## src/rtl/i2c_codec_responder_pkg.sv

```systemverilog
// Shared constants, FSM encoding and register default table for the I2C codec responder.
package i2c_codec_responder_pkg;

  localparam int unsigned REG_W            = 9;
  localparam int unsigned ADDR_W           = 7;
  localparam int unsigned CNT_W            = 3;
  localparam int unsigned NUM_REGS_DEFAULT = 10;

  localparam logic [ADDR_W-1:0] DEV_ADDR_DEFAULT = 7'h1A;
  localparam logic [ADDR_W-1:0] RESET_REG_ADDR   = 7'h0F;

  typedef enum logic [2:0] {
    ST_IDLE      = 3'd0,
    ST_ADDR      = 3'd1,
    ST_ACK_ADDR  = 3'd2,
    ST_BYTE1     = 3'd3,
    ST_ACK1      = 3'd4,
    ST_BYTE2     = 3'd5,
    ST_ACK2      = 3'd6,
    ST_WAIT_STOP = 3'd7
  } state_e;

  // Power-on / reset-register value of control register idx.
  function automatic logic [REG_W-1:0] reg_default(input int unsigned idx);
    logic [REG_W-1:0] val;
    case (idx)
      0:       val = 9'h097;
      1:       val = 9'h097;
      2:       val = 9'h079;
      3:       val = 9'h079;
      4:       val = 9'h00A;
      5:       val = 9'h008;
      6:       val = 9'h09F;
      7:       val = 9'h00A;
      default: val = 9'h000;
    endcase
    return val;
  endfunction

endpackage

```

## src/rtl/i2c_codec_responder_line_sync.sv

```systemverilog
// Brings sdclk/sdat into the clk domain and flags START, STOP and sdclk edges.
module i2c_line_sync (
  input  logic clk,
  input  logic rst,
  input  logic sdclk_i,
  input  logic sdat_i,
  output logic sda_o,
  output logic scl_rise_o,
  output logic scl_fall_o,
  output logic start_o,
  output logic stop_o
);

  logic [1:0] scl_sync_q;
  logic [1:0] sda_sync_q;
  logic       scl_hist_q;
  logic       sda_hist_q;
  logic [1:0] settle_q;
  logic       armed_c;
  logic       scl_hi_c;

  // Events are suppressed until the pipeline holds only real bus samples,
  // so the reset preset of 1 cannot fake an edge or a START.
  assign armed_c  = (settle_q == 2'd3);
  assign scl_hi_c = scl_sync_q[1] & scl_hist_q;

  // Two-stage synchronizers, one history stage and registered event flags.
  always_ff @(posedge clk) begin
    if (rst) begin
      scl_sync_q <= '1;
      sda_sync_q <= '1;
      scl_hist_q <= 1'b1;
      sda_hist_q <= 1'b1;
      settle_q   <= '0;
      sda_o      <= 1'b1;
      scl_rise_o <= 1'b0;
      scl_fall_o <= 1'b0;
      start_o    <= 1'b0;
      stop_o     <= 1'b0;
    end else begin
      scl_sync_q <= {scl_sync_q[0], sdclk_i};
      sda_sync_q <= {sda_sync_q[0], sdat_i};
      scl_hist_q <= scl_sync_q[1];
      sda_hist_q <= sda_sync_q[1];
      if (settle_q != 2'd3) begin
        settle_q <= settle_q + 2'd1;
      end
      sda_o      <= sda_sync_q[1];
      scl_rise_o <= armed_c & scl_sync_q[1] & ~scl_hist_q;
      scl_fall_o <= armed_c & ~scl_sync_q[1] & scl_hist_q;
      start_o    <= armed_c & scl_hi_c & sda_hist_q & ~sda_sync_q[1];
      stop_o     <= armed_c & scl_hi_c & ~sda_hist_q & sda_sync_q[1];
    end
  end

endmodule

```

## src/rtl/i2c_codec_responder.sv

```systemverilog
// Write-only I2C target for a codec control port: 7-bit register address, 9-bit data.
module i2c_codec_responder
  import i2c_codec_responder_pkg::*;
#(
  parameter logic [6:0]  DEV_ADDR = DEV_ADDR_DEFAULT,
  parameter int unsigned NUM_REGS = NUM_REGS_DEFAULT
) (
  input  logic       clk,
  input  logic       rst,
  input  logic       sdclk,
  input  logic       sdat_in,
  output logic       sdat_oe,
  output logic       wr_valid,
  output logic [6:0] wr_addr,
  output logic [8:0] wr_data,
  input  logic [3:0] rd_addr,
  output logic [8:0] rd_data,
  output logic       frame_err
);

  localparam int unsigned IDX_W = $clog2(NUM_REGS);

  logic             sda;
  logic             scl_rise;
  logic             scl_fall;
  logic             start;
  logic             stop;

  state_e           state_q;
  logic [CNT_W-1:0] bit_cnt_q;
  logic [7:0]       shift_q;
  logic [7:0]       shift_d;
  logic [7:0]       byte1_q;
  logic             ack_on_q;
  logic             sdat_oe_q;
  logic             wr_valid_q;
  logic [6:0]       wr_addr_q;
  logic [8:0]       wr_data_q;
  logic             frame_err_q;
  logic [8:0]       regs_q [NUM_REGS];
  logic [8:0]       rd_data_q;
  logic             in_frame_c;

  i2c_line_sync u_line_sync (
    .clk        (clk),
    .rst        (rst),
    .sdclk_i    (sdclk),
    .sdat_i     (sdat_in),
    .sda_o      (sda),
    .scl_rise_o (scl_rise),
    .scl_fall_o (scl_fall),
    .start_o    (start),
    .stop_o     (stop)
  );

  assign shift_d    = {shift_q[6:0], sda};
  // A frame is "open" once START has been seen and before commit/reject.
  assign in_frame_c = (state_q != ST_IDLE) && (state_q != ST_WAIT_STOP);

  // Frame decoder: address match, byte capture, ACK drive and commit.
  always_ff @(posedge clk) begin
    if (rst) begin
      state_q     <= ST_IDLE;
      bit_cnt_q   <= '0;
      shift_q     <= '0;
      byte1_q     <= '0;
      ack_on_q    <= 1'b0;
      sdat_oe_q   <= 1'b0;
      wr_valid_q  <= 1'b0;
      wr_addr_q   <= '0;
      wr_data_q   <= '0;
      frame_err_q <= 1'b0;
    end else begin
      wr_valid_q  <= 1'b0;
      frame_err_q <= 1'b0;
      if (start) begin
        frame_err_q <= in_frame_c;
        state_q     <= ST_ADDR;
        bit_cnt_q   <= '0;
        ack_on_q    <= 1'b0;
        sdat_oe_q   <= 1'b0;
      end else if (stop) begin
        frame_err_q <= in_frame_c;
        state_q     <= ST_IDLE;
        bit_cnt_q   <= '0;
        ack_on_q    <= 1'b0;
        sdat_oe_q   <= 1'b0;
      end else begin
        unique case (state_q)
          ST_ADDR, ST_BYTE1, ST_BYTE2: begin
            if (scl_rise) begin
              shift_q   <= shift_d;
              bit_cnt_q <= bit_cnt_q + CNT_W'(1);
              if (bit_cnt_q == CNT_W'(7)) begin
                if (state_q == ST_ADDR) begin
                  if ((shift_d[7:1] == DEV_ADDR) && !shift_d[0]) begin
                    state_q <= ST_ACK_ADDR;
                  end else begin
                    state_q     <= ST_WAIT_STOP;
                    frame_err_q <= 1'b1;
                  end
                end else if (state_q == ST_BYTE1) begin
                  byte1_q <= shift_d;
                  state_q <= ST_ACK1;
                end else begin
                  state_q <= ST_ACK2;
                end
              end
            end
          end
          ST_ACK_ADDR, ST_ACK1, ST_ACK2: begin
            // First falling edge grabs the line, the next one lets it go.
            if (scl_fall) begin
              if (!ack_on_q) begin
                ack_on_q  <= 1'b1;
                sdat_oe_q <= 1'b1;
              end else begin
                ack_on_q  <= 1'b0;
                sdat_oe_q <= 1'b0;
                bit_cnt_q <= '0;
                if (state_q == ST_ACK_ADDR) begin
                  state_q <= ST_BYTE1;
                end else if (state_q == ST_ACK1) begin
                  state_q <= ST_BYTE2;
                end else begin
                  wr_valid_q <= 1'b1;
                  wr_addr_q  <= byte1_q[7:1];
                  wr_data_q  <= {byte1_q[0], shift_q};
                  state_q    <= ST_WAIT_STOP;
                end
              end
            end
          end
          ST_IDLE, ST_WAIT_STOP: begin
            // Only START/STOP move these states; bus traffic is ignored.
          end
          default: begin
            state_q <= ST_IDLE;
          end
        endcase
      end
    end
  end

  // Register file: applies committed writes, reset-register restore and registered read port.
  always_ff @(posedge clk) begin
    if (rst) begin
      for (int unsigned i = 0; i < NUM_REGS; i++) begin
        regs_q[IDX_W'(i)] <= reg_default(i);
      end
      rd_data_q <= '0;
    end else begin
      if (wr_valid_q) begin
        if (wr_addr_q == RESET_REG_ADDR) begin
          for (int unsigned i = 0; i < NUM_REGS; i++) begin
            regs_q[IDX_W'(i)] <= reg_default(i);
          end
        end else if (32'(wr_addr_q) < NUM_REGS) begin
          regs_q[IDX_W'(wr_addr_q)] <= wr_data_q;
        end
      end
      rd_data_q <= (32'(rd_addr) < NUM_REGS) ? regs_q[IDX_W'(rd_addr)] : '0;
    end
  end

  assign sdat_oe   = sdat_oe_q;
  assign wr_valid  = wr_valid_q;
  assign wr_addr   = wr_addr_q;
  assign wr_data   = wr_data_q;
  assign rd_data   = rd_data_q;
  assign frame_err = frame_err_q;

endmodule
```

## config.mk

```make
export PLATFORM = sky130hd
export DESIGN_NAME = i2c_codec_responder
export DESIGN_NICKNAME = d
export VERILOG_FILES = /design/src/rtl/i2c_codec_responder_pkg.sv /design/src/rtl/i2c_codec_responder_line_sync.sv /design/src/rtl/i2c_codec_responder.sv
export SDC_FILE = /design/constraint.sdc
export NUM_CORES = 1
export LEC_CHECK = 0
export ABC_AREA = 1
export CORE_ASPECT_RATIO = 1.2
export CORE_MARGIN = 4
export CORE_UTILIZATION = 45
export DETAILED_ROUTE_END_ITERATION = 6
export MAX_ROUTING_LAYER = met4
export SKIP_CTS_REPAIR_TIMING = 1
export SLEW_MARGIN = 10
export SYNTH_ARGS = -nofsm -noshare
export SYNTH_HDL_FRONTEND = slang
export SYNTH_SLANG_ARGS = --single-unit
```

## constraint.sdc

```tcl
create_clock -name clk -period 5.8 [get_ports clk]
set_input_delay 1.74 -clock clk [delete_from_list [all_inputs] [get_ports clk]]
set_output_delay 1.74 -clock clk [all_outputs]
set_load 0.02 [all_outputs]
```

### Word-level counts from Yosys, hierarchy flattened

Memory sizes are Yosys's and may differ from the RTL's. A register that Yosys moved wholly into a read port is not among the register bits.
Index checks and enable logic that the tools add are counted.
W data, S select, Z words.

| word-level totals | value |
|---|---|
| register bits | 53 |
| memories kept | 1 |
| output and inout port bits | 28 |
| word-level logic and storage cells | 169 |
| input port bits | 8 |
| memory bits (writable) | 90 |

| cells by class | value |
|---|---|
| order comparisons | 2 |
| $add $sub $neg | 2 |
| bitwise operators | 33 |
| mux-type cells | 73 |
| eq/ne operators | 20 |
| reductions and logical operators | 19 |

Memory list:

| memory | depth | width | rd ports | clocked after memory_dff | wr ports | RTL line | RTL |
|---|---|---|---|---|---|---|---|
| regs_q | 10 | 9 | 1 | 1 | 10 | i2c_codec_responder.sv:40 | `logic [8:0] regs_q [NUM_REGS];` |

Operators with widths:

| cell | number |
|---|---|
| $mux W9 | 35 |
| $mux W3 | 10 |
| $mux W1 | 23 |
| $reduce_and A7 Y1 | 2 |
| $not A1 Y1 | 13 |
| $eq A3 B3 Y1 const B | 4 |
| $pmux W3 S2 | 2 |
| $and A1 B1 Y1 | 10 |
| $or A1 B1 Y1 | 10 |
| $reduce_and A5 Y1 | 2 |
| $reduce_or A3 Y1 | 3 |
| $reduce_or A9 Y1 | 1 |
| $ne A4 B1 Y1 const B | 2 |
| $ne A4 B2 Y1 const B | 2 |
| $reduce_and A4 Y1 | 2 |
| $eq A7 B4 Y1 const B | 1 |
| $eq A7 B5 Y1 const B | 1 |
| $lt A7 B4 Y1 const B | 1 |
| $reduce_or A7 Y1 | 1 |
| $eq A3 B2 Y1 const B | 2 |
| $ne A2 B2 Y1 const B | 3 |
| $lt A4 B4 Y1 const B | 1 |
| $mux W2 | 2 |
| $mux W4 | 1 |
| 13 further kinds | 15 |

### Logic depth before layout (Yosys ltp)

Gate-level depths: netlist of the first run.

| logic depth | value |
|---|---|
| depth in word-level cells | 9 |
| depth in mapped cells | 10 |
| mapped depth without buffers | 10 |

### Cells and area by module

From an unflattened synthesis of the first run, not the netlist that was laid out.

| second synthesis, totals | value |
|---|---|
| cell total of the unflattened synthesis | 685 |
| area total of the unflattened synthesis | 6306.0 sq um |

By module, submodules not included:

| module | instances | cells each | seq. area each (sq um) | area each (sq um) |
|---|---|---|---|---|
| i2c_codec_responder | 1 | 644 | 3703.6 | 5925.7 |
| i2c_line_sync | 1 | 41 | 240.2 | 380.4 |

### Worst setup path before layout of the first run

OpenSTA, ideal clock, no wires.

| path | value |
|---|---|
| kind | input -> register |
| start | input rst |
| end | memory regs_q[9][0], enable pin |
| setup slack | 2.757 ns |
| arrival | 2.709 ns |
| library setup time | 0.334 ns |
| stages on the path | 6 |
| cells stage by stage | inv_1 nand3_4 a211oi_4 buf_12 nand4_4 nand2_1 |

RTL lines:

| what | RTL line | RTL |
|---|---|---|
| start: declaration | i2c_codec_responder.sv:9 | `input logic rst,` |
| end: declaration | i2c_codec_responder.sv:40 |  |

==> results of run 1 <==
## placed cells by master (no fill, tap or decap), drive strengths merged
cell | Yosys | routed
or2 | 4 | 4
ha | 3 | 3
clkbuf | 9 | 27
nor4 | 2 | 2
clkinv | 12 | 15
nor2 | 180 | 180
a211oi | 1 | 1
xor2 | 1 | 1
clkdlybuf4s50 | 0 | 35
buf | 16 | 3
edfxtp | 90 | 90
a21oi | 40 | 40
o21ai | 72 | 72
inv | 44 | 46
nand3b | 1 | 1
nor3 | 3 | 3
nand2 | 105 | 105
nand3 | 45 | 45
nand4 | 5 | 5
dfxtp | 62 | 62
## power groups by stage
stage,clock (mW),combinational (mW),sequential [mW]
6_report,1.09,0.119,1.19
3_5_place_dp,0,0.119,1.22
2_1_floorplan,0,0.0725,1.22
5_1_grt,1.15,0.132,1.20
3_3_place_gp,0,0.117,1.21
4_1_cts,1.10,0.119,1.19
## critical path, stage by stage
cell             delay, ps
clkdlybuf4s50_1        390
buf_4                  210
inv_1                  130
nand3_4                 90
a211oi_4               920
nand3_1                440
nand2_1                440
## per-layer routing
metal	part of all wire	vias to the layer above	global-route usage
met2	0.51	168	0.355
met1	0.40	2310	0.244
met4	0.028	0	0.0858
met3	0.055	35	0.0402
met5	0	-	-
li1	-	2376	-
## sequential cells by signal (all words and copies together), names as in the netlist, 3 cells and up
signal	cells
bit_cnt_q	3
byte1_q	8
rd_data	9
regs_q	90
shift_q	8
state_q	3
wr_addr	7
wr_data	9
## cell families after synthesis
family	share of synthesized area
buf+inv	0.0555
compound gates	0.0900
simple gates	0.240
fa+ha+maj	0.00578
xor+xnor	0.00135
flops	0.607
## path summary, 6_finish.rpt
path | from | endpoint | depth (start not counted)
setup / recovery | rst | regs_q[0][0] | 7
hold / removal | u_line_sync.sda_sync_q[0] | u_line_sync.sda_sync_q[1] | 1
setup reg to reg | wr_addr[3] | regs_q[0][0] | 5
hold reg to reg | u_line_sync.sda_sync_q[0] | u_line_sync.sda_sync_q[1] | 1
## final cells by class
type                    count  area [sq um]
clock buffers              27           568
clock inverters             5          27.5
fillers                  1271          6470
inverters                  56           210
multi-input cells         462          2190
flip-flops and latches    152          3940
well taps                 171           214
repair buffers             38           373
## through the flow
step | util | setup slack (ps)
floorplan | - | 2760
global placement | 0.495 | 1220
detailed placement | 0.495 | 1040
CTS | 0.538 | 1490
global route | 0.538 | 1330
finish | 0.538 | 1500
==> impl_metrics.env, run 1 <==
export IMPL_status="complete, no violations"
export IMPL_p_switching_uw=513
export IMPL_wl_per_cell_um=17.6
export IMPL_drive_gt1_frac=0.0838
export IMPL_ctsHtreeMaxLevel=4
export IMPL_power_density_nw_per_um2=319
export IMPL_slew_headroom=0.200
export IMPL_fin_hold_ws_ps=407
export IMPL_end_kind="flop"
export IMPL_worstMarginPinSlew_ps=1200
export IMPL_start_kind="input port"
export IMPL_reg2reg_setup_slack_ps=2870
export IMPL_synthesis_nets=706
export IMPL_critPathMaxFanout=21
export IMPL_setup_violations=0
export IMPL_grt_usage=0.209
export IMPL_period_share=0.742
export IMPL_layout_nets=738
export IMPL_synth_top_area_cell="edfxtp_1"
export IMPL_ys_warn_count=0
export IMPL_worst_clock_skew_ps=6.39
export IMPL_max_cap_violations=0
export IMPL_synth_seq_area_share=0.607
export IMPL_drtIter0Drc=346
export IMPL_yosysUniqueCellTypes=33
export IMPL_final_cell_count_no_fill=911
export IMPL_synth_edf_count=90
export IMPL_cts_root_buffer="clkbuf_16"
export IMPL_grt_pass1_wl_um=25900
export IMPL_hp_class="flop to flop"
export IMPL_area_delta_synth_final_pct=15.9
export IMPL_ctsLongestPathBuffers=2
export IMPL_power_internal_mw=1.89
export IMPL_ant_nets=0
export IMPL_placed_area_sq_um=6930
export IMPL_synth_common_cells="174 x nor2_1, 104 x nand2_1, 90 x edfxtp_1, 68 x o21ai_0, 62 x dfxtp_1"
export IMPL_syn_cell_area_sq_um=6490
export IMPL_wl_um=16100
export IMPL_die_h_um=140
export IMPL_p_leak_nw=2.74
export IMPL_netlist_instances=695
export IMPL_yosys_top_cells_area="edfxtp_1 42%, dfxtp_1 19%, nor2_1 10%, nand2_1 6.0%, o21ai_0 5.2%"
export IMPL_antenna_found_initial=0
export IMPL_num_rows=47
export IMPL_synth_top_area_frac=0.416
export IMPL_async_reset_ff_frac=0
export IMPL_drc=0
export IMPL_p_clk_frac=0.453
export IMPL_tns_ps=0
export IMPL_synth_seq_cells=152
export IMPL_start_util=0.464
export IMPL_io_pin_count=36
export IMPL_yosysMostFrequentCell="nor2_1"
export IMPL_switching_share=0.213
export IMPL_avgSynthCellArea_sq_um=9.34
export IMPL_finalPower_mw=2.40
export IMPL_diodes=0
export IMPL_cts_sinks=152
export IMPL_grt_pass1_vias=4966
export IMPL_hold_viol_final=0
export IMPL_fmax_mhz=232
export IMPL_grt_overflow_total=0
export IMPL_core_sq_um=14000
export IMPL_final_max_slew_violation_count=0
export IMPL_via_per_inst=5.37
export IMPL_clk_latency_ps=420
export IMPL_dr_pass1_iters=5
export IMPL_power_sequential_fraction=0.497
export IMPL_dieWidth_um=118
export IMPL_dpl_cell_count=879
export IMPL_combPwrFrac=0.049
export IMPL_gp_congestion=0.939
export IMPL_hpwl_um=11000
export IMPL_worstPathRequired_ps=5880
export IMPL_irDropWorstVdd_mv=0.188
export IMPL_grt_setup_unrepaired="no"
export IMPL_synth_top_flop_cell="edfxtp_1"
export IMPL_dieArea_sq_um=16400
export IMPL_cts_tree="yes"
export IMPL_cts_made_buffers=17
export IMPL_fin_area_sq_um=7530
export IMPL_crit_type="input port to flop"
export IMPL_io_buffers=35
export IMPL_grt_start_max_net_pins=46
export IMPL_fin_crit_ps=4300
export IMPL_clk_pin_slew_ps=60
export IMPL_cp_data_arrival_time_ps=4390
export IMPL_vias=4889
Power figures use the tool's default switching activity.
==> run 2, diff against run 1 <==
Settings changed: PLACE_DENSITY from default to 0.65.
Clock period 5.8 ns to 3.8 ns, I/O delays scaled along.
==> run 2 against run 1 <==
Effect of this change:
- via count shrank 1.8%
- register-to-register slack got worse by 1200 ps
- first-iteration DRC count down 9.5%
- sequential share of layout area barely moved
- non-clock buffer count is 4 higher
- power increased by 49%
- global-route usage down 0.91 points
- clock power increased by 45%
- cell area barely moved
- die area is the same
- worst setup slack lost 720 ps
- utilization about the same
- critical endpoint is now wr_addr[3]
- largest cell class unchanged
==> impl_metrics.env, run 2 (synthesis gave the netlist of run 1 again) <==
export IMPL_power_density_nw_per_um2=476
export IMPL_worstPathRequired_ps=2660
export IMPL_worstMarginPinSlew_ps=737
export IMPL_drive_gt1_frac=0.0914
export IMPL_ctsHtreeMaxLevel=4
export IMPL_clk_pin_slew_ps=60
export IMPL_path_cells="clkdlybuf4s50_1"
export IMPL_final_max_slew_violation_count=0
export IMPL_p_leak_nw=2.75
export IMPL_wl_um=15600
export IMPL_io_pin_count=36
export IMPL_hp_class="flop to flop"
export IMPL_via_per_inst=5.25
export IMPL_grt_overflow_total=0
export IMPL_slowest_delay_ps=730
export IMPL_worst_path_buf_inv=1
export IMPL_largest_reg_flops=90
export IMPL_final_cell_mix="174 x nor2_1, 104 x nand2_1, 90 x edfxtp_1"
export IMPL_core_sq_um=14000
export IMPL_clk_latency_ps=420
export IMPL_grt_usage=0.200
export IMPL_path_depth=1
export IMPL_grt_start_max_net_pins=37
export IMPL_num_rows=47
export IMPL_layout_nets=742
export IMPL_fmax_mhz=331
export IMPL_area_delta_synth_final_pct=15.9
export IMPL_crit_type="flop to primary output"
export IMPL_dieArea_sq_um=16400
export IMPL_ant_nets=0
export IMPL_setup_violations=0
export IMPL_start_kind="flop"
export IMPL_ctsLongestPathBuffers=2
export IMPL_dieWidth_um=118
export IMPL_critPathMaxFanout=8
export IMPL_drc=0
export IMPL_hpwl_um=10900
export IMPL_fin_crit_ps=3020
export IMPL_cts_root_buffer="clkbuf_16"
export IMPL_dr_pass1_iters=5
export IMPL_largest_register="regs_q"
export IMPL_grt_pass1_wl_um=24600
export IMPL_critPathTopFamily="flip-flops"
export IMPL_worst_clock_skew_ps=9.83
export IMPL_grt_setup_unrepaired="no"
export IMPL_cts_sinks=152
export IMPL_wl_per_cell_um=17.1
export IMPL_diodes=0
export IMPL_slew_headroom=0.507
export IMPL_reg2reg_from="wr_addr[3]"
export IMPL_cp_data_arrival_time_ps=1880
export IMPL_period_share=0.794
export IMPL_tns_ps=0
export IMPL_io_buffers=35
export IMPL_cts_made_buffers=17
export IMPL_cts_tree="yes"
export IMPL_cp_slowest_cell="dfxtp_1"
export IMPL_hold_viol_final=0
export IMPL_die_h_um=140
export IMPL_irDropWorstVdd_mv=0.244
export IMPL_max_cap_violations=0
export IMPL_start_util=0.464
export IMPL_reg2reg_setup_slack_ps=1660
export IMPL_gp_congestion=0.939
export IMPL_worstHoldStart="u_line_sync.scl_sync_q[0]"
export IMPL_cp_startpoint="wr_addr[3]"
export IMPL_drtIter0Drc=313
export IMPL_status="complete, no violations"
export IMPL_vias=4802
export IMPL_r2r_end="regs_q[8][5]"
export IMPL_fin_util=0.538
export IMPL_end_kind="primary output"
export IMPL_r2r_cells=6
export IMPL_grt_pass1_vias=4758
export IMPL_worstSetupEndpoint="wr_addr[3]"
export IMPL_final_common_cell="nor2_1"
export IMPL_antenna_found_initial=0
[run 2: final cells by class]
cell class	count	area (sq um)
fill	1282	6470
sequential	152	3940
multi-input combinational	462	2190
clock buffer	23	502
timing repair buffer	42	403
tap	171	214
inverter	56	210
clock inverter	9	61.3
[run 2: power breakdown]
group | internal, mW | switching [mW]
clock network | 0.934 | 0.643
logic | 0.0595 | 0.120
registers | 1.80 | 0.0213
[run 2: per-stage QoR]
step | hold slack [ps] | cells | total power [mW] | setup WS [ps] | instance area [sq um]
3_5_place_dp | 394 | 883 | 2.04 | 580 | 6960
5_1_grt | 426 | 915 | 3.70 | 715 | 7520
3_3_place_gp | 397 | 883 | 2.03 | 630 | 6960
2_1_floorplan | 389 | 695 | 1.97 | 1360 | 6490
4_1_cts | 408 | 915 | 3.61 | 766 | 7520
6_report | 408 | 915 | 3.58 | 781 | 7520
[run 2: routing by layer]
layer	up-vias	wire length, um	track usage
met5	-	0	-
met4	0	484	0.0870
met3	43	875	0.0475
met2	156	7870	0.330
met1	2222	6400	0.233
li1	2381	-	-
[run 2: worst min-delay path by stage]
stage	slack (ps)	depth (start not counted)	endpoint
finish	410	1	u_line_sync.scl_sync_q[1]
global route	430	1	u_line_sync.scl_sync_q[1]
CTS	410	1	u_line_sync.scl_sync_q[1]
detailed placement	390	1	u_line_sync.scl_sync_q[1]
global placement	400	1	u_line_sync.scl_sync_q[1]
floorplan	390	1	u_line_sync.scl_sync_q[1]
==> run 3, diff against run 2 <==
Clock period 3.8 ns to 2.7 ns, I/O delays scaled along.
==> run 3 against run 2 <==
Effect of this change:
- sequential cell count is the same
- register-to-register slack lost 870 ps
- cell area grew 2.2%
- highest routed layer unchanged
==> impl_metrics.env, run 3 (synthesis gave the netlist of run 1 again) <==
export IMPL_status="complete, no violations"
export IMPL_cp_data_arrival_time_ps=1680
export IMPL_dieArea_sq_um=16400
export IMPL_drive_gt1_frac=0.113
export IMPL_fin_area_sq_um=7690
export IMPL_power_internal_mw=3.94
export IMPL_p_clk_frac=0.446
export IMPL_cp_slowest_cell="clkdlybuf4s50_1"
export IMPL_crit_type="flop to primary output"
export IMPL_fmax_mhz=402
export IMPL_start_kind="flop"
export IMPL_path_cells="clkdlybuf4s50_1"
export IMPL_die_h_um=140
export IMPL_cts_made_buffers=17
export IMPL_dp_slack_ps=14.3
export IMPL_largest_register="regs_q"
export IMPL_ant_nets=0
export IMPL_final_max_slew_violation_count=0
export IMPL_power_sequential_fraction=0.503
export IMPL_drtIter0Drc=386
export IMPL_ctsLongestPathBuffers=2
export IMPL_setup_violations=0
export IMPL_switching_share=0.228
export IMPL_power_density_nw_per_um2=663
export IMPL_timing_final_ws_setup_ps=214
export IMPL_io_pin_count=36
export IMPL_fin_hold_ws_ps=416
export IMPL_wl_per_cell_um=16.5
export IMPL_hp_class="flop to flop"
export IMPL_met3_length_um=930
export IMPL_grt_start_max_net_pins=38
export IMPL_slew_headroom=0.483
export IMPL_critPathMaxFanout=6
export IMPL_slowest_delay_ps=700
export IMPL_top_layer_used="met4"
export IMPL_clk_pin_slew_ps=70
export IMPL_dieWidth_um=118
export IMPL_num_rows=47
export IMPL_irDropWorstVdd_mv=0.367
export IMPL_final_cell_mix="174 x nor2_1, 104 x nand2_1, 90 x edfxtp_1"
export IMPL_p_switching_mw=1.16
export IMPL_worstMarginPinSlew_ps=772
export IMPL_worstPathRequired_ps=1890
export IMPL_hpwl_um=10700
export IMPL_gp_congestion=0.860
export IMPL_final_common_cell="nor2_1"
export IMPL_cts_tree="yes"
export IMPL_combPwrFrac=0.051
export IMPL_period_share=0.921
export IMPL_route_met2_wl_um=7490
export IMPL_final_cell_count_no_fill=931
export IMPL_start_util=0.464
export IMPL_cts_root_buffer="clkbuf_16"
export IMPL_grt_pass1_vias=4904
export IMPL_wl_met1_um=6280
export IMPL_grt_overflow_total=0
export IMPL_grt_pass1_wl_um=24700
export IMPL_max_cap_violations=0
export IMPL_clk_latency_ps=420
export IMPL_grt_usage=0.199
export IMPL_p_leak_nw=2.83
export IMPL_dr_pass1_iters=6
export IMPL_end_kind="primary output"
export IMPL_worst_clock_skew_ps=11.4
export IMPL_worst_path_buf_inv=1
export IMPL_grt_setup_unrepaired="no"
export IMPL_largest_reg_flops=90
export IMPL_critPathTopFamily="buffers and inverters"
export IMPL_diodes=0
export IMPL_fin_crit_ps=2490
export IMPL_core_sq_um=14000
export IMPL_ctsHtreeMaxLevel=4
export IMPL_layout_nets=758
export IMPL_io_buffers=35
export IMPL_antenna_found_initial=0
export IMPL_dpl_cell_count=899
export IMPL_placed_area_sq_um=7120
export IMPL_area_delta_synth_final_pct=18.4
export IMPL_tns_ps=0
export IMPL_vias=4950
export IMPL_cts_sinks=152
export IMPL_drc=0
export IMPL_via_per_inst=5.32
export IMPL_wl_um=15300
export IMPL_hold_viol_final=0
-- run 3: changes by cell type in the layout (fill, tap and decap cells not counted), sizes merged --
| cell | before | now |
|---|---|---|
| clkinv | 17 | 14 |
| bufinv | 0 | 1 |
| inv | 47 | 54 |
| clkbuf | 23 | 18 |
| buf | 7 | 23 |
-- run 3: area by class of cell --
class | instances | area (sq um)
Inverter | 56 | 210
Clock inverter | 14 | 130
Multi-Input combinational cell | 462 | 2190
Tap cell | 171 | 214
Timing Repair Buffer | 58 | 561
Clock buffer | 18 | 439
Fill cell | 1233 | 6310
Sequential cell | 152 | 3940
-- run 3: final timing paths --
| kind | startpoint | to | slack [ps] | depth (start not counted) |
|---|---|---|---|---|
| worst max-delay path | wr_addr[3] | wr_addr[3] | 210 | 1 |
| worst min-delay path | u_line_sync.scl_sync_q[0] | u_line_sync.scl_sync_q[1] | 420 | 1 |
| worst max register to register | wr_addr[3] | regs_q[7][5] | 790 | 4 |
| worst min register to register | u_line_sync.scl_sync_q[0] | u_line_sync.scl_sync_q[1] | 420 | 1 |
-- run 3: worst register-to-register path, delay by kind of cell, from the launching register on --
| family | cells | cell delay (ps) |
|---|---|---|
| compound gates | 1 | 530 |
| flops | 1 | 430 |
| simple gates | 3 | 620 |
-- run 3: routing by layer --
layer	vias to the layer above	GRT usage
li1	2404	-
met1	2312	0.234
met2	184	0.325
met3	50	0.0422
met4	0	0.101
met5	-	-
-- run 3: per-stage QoR --
step | power [mW] | util
2_1_floorplan | 2.77 | -
5_1_grt | 5.26 | 0.549
3_5_place_dp | 2.87 | 0.509
6_report | 5.10 | 0.549
4_1_cts | 5.12 | 0.549
3_3_place_gp | 2.87 | 0.509
-- run 3: power groups by stage --
stage / combinational [mW] / clock, mW / sequential, mW
2_1_floorplan: 0.156 / 0 / 2.61
3_3_place_gp: 0.255 / 0 / 2.61
3_5_place_dp: 0.260 / 0 / 2.61
4_1_cts: 0.261 / 2.29 / 2.56
5_1_grt: 0.289 / 2.40 / 2.57
6_report: 0.259 / 2.28 / 2.56
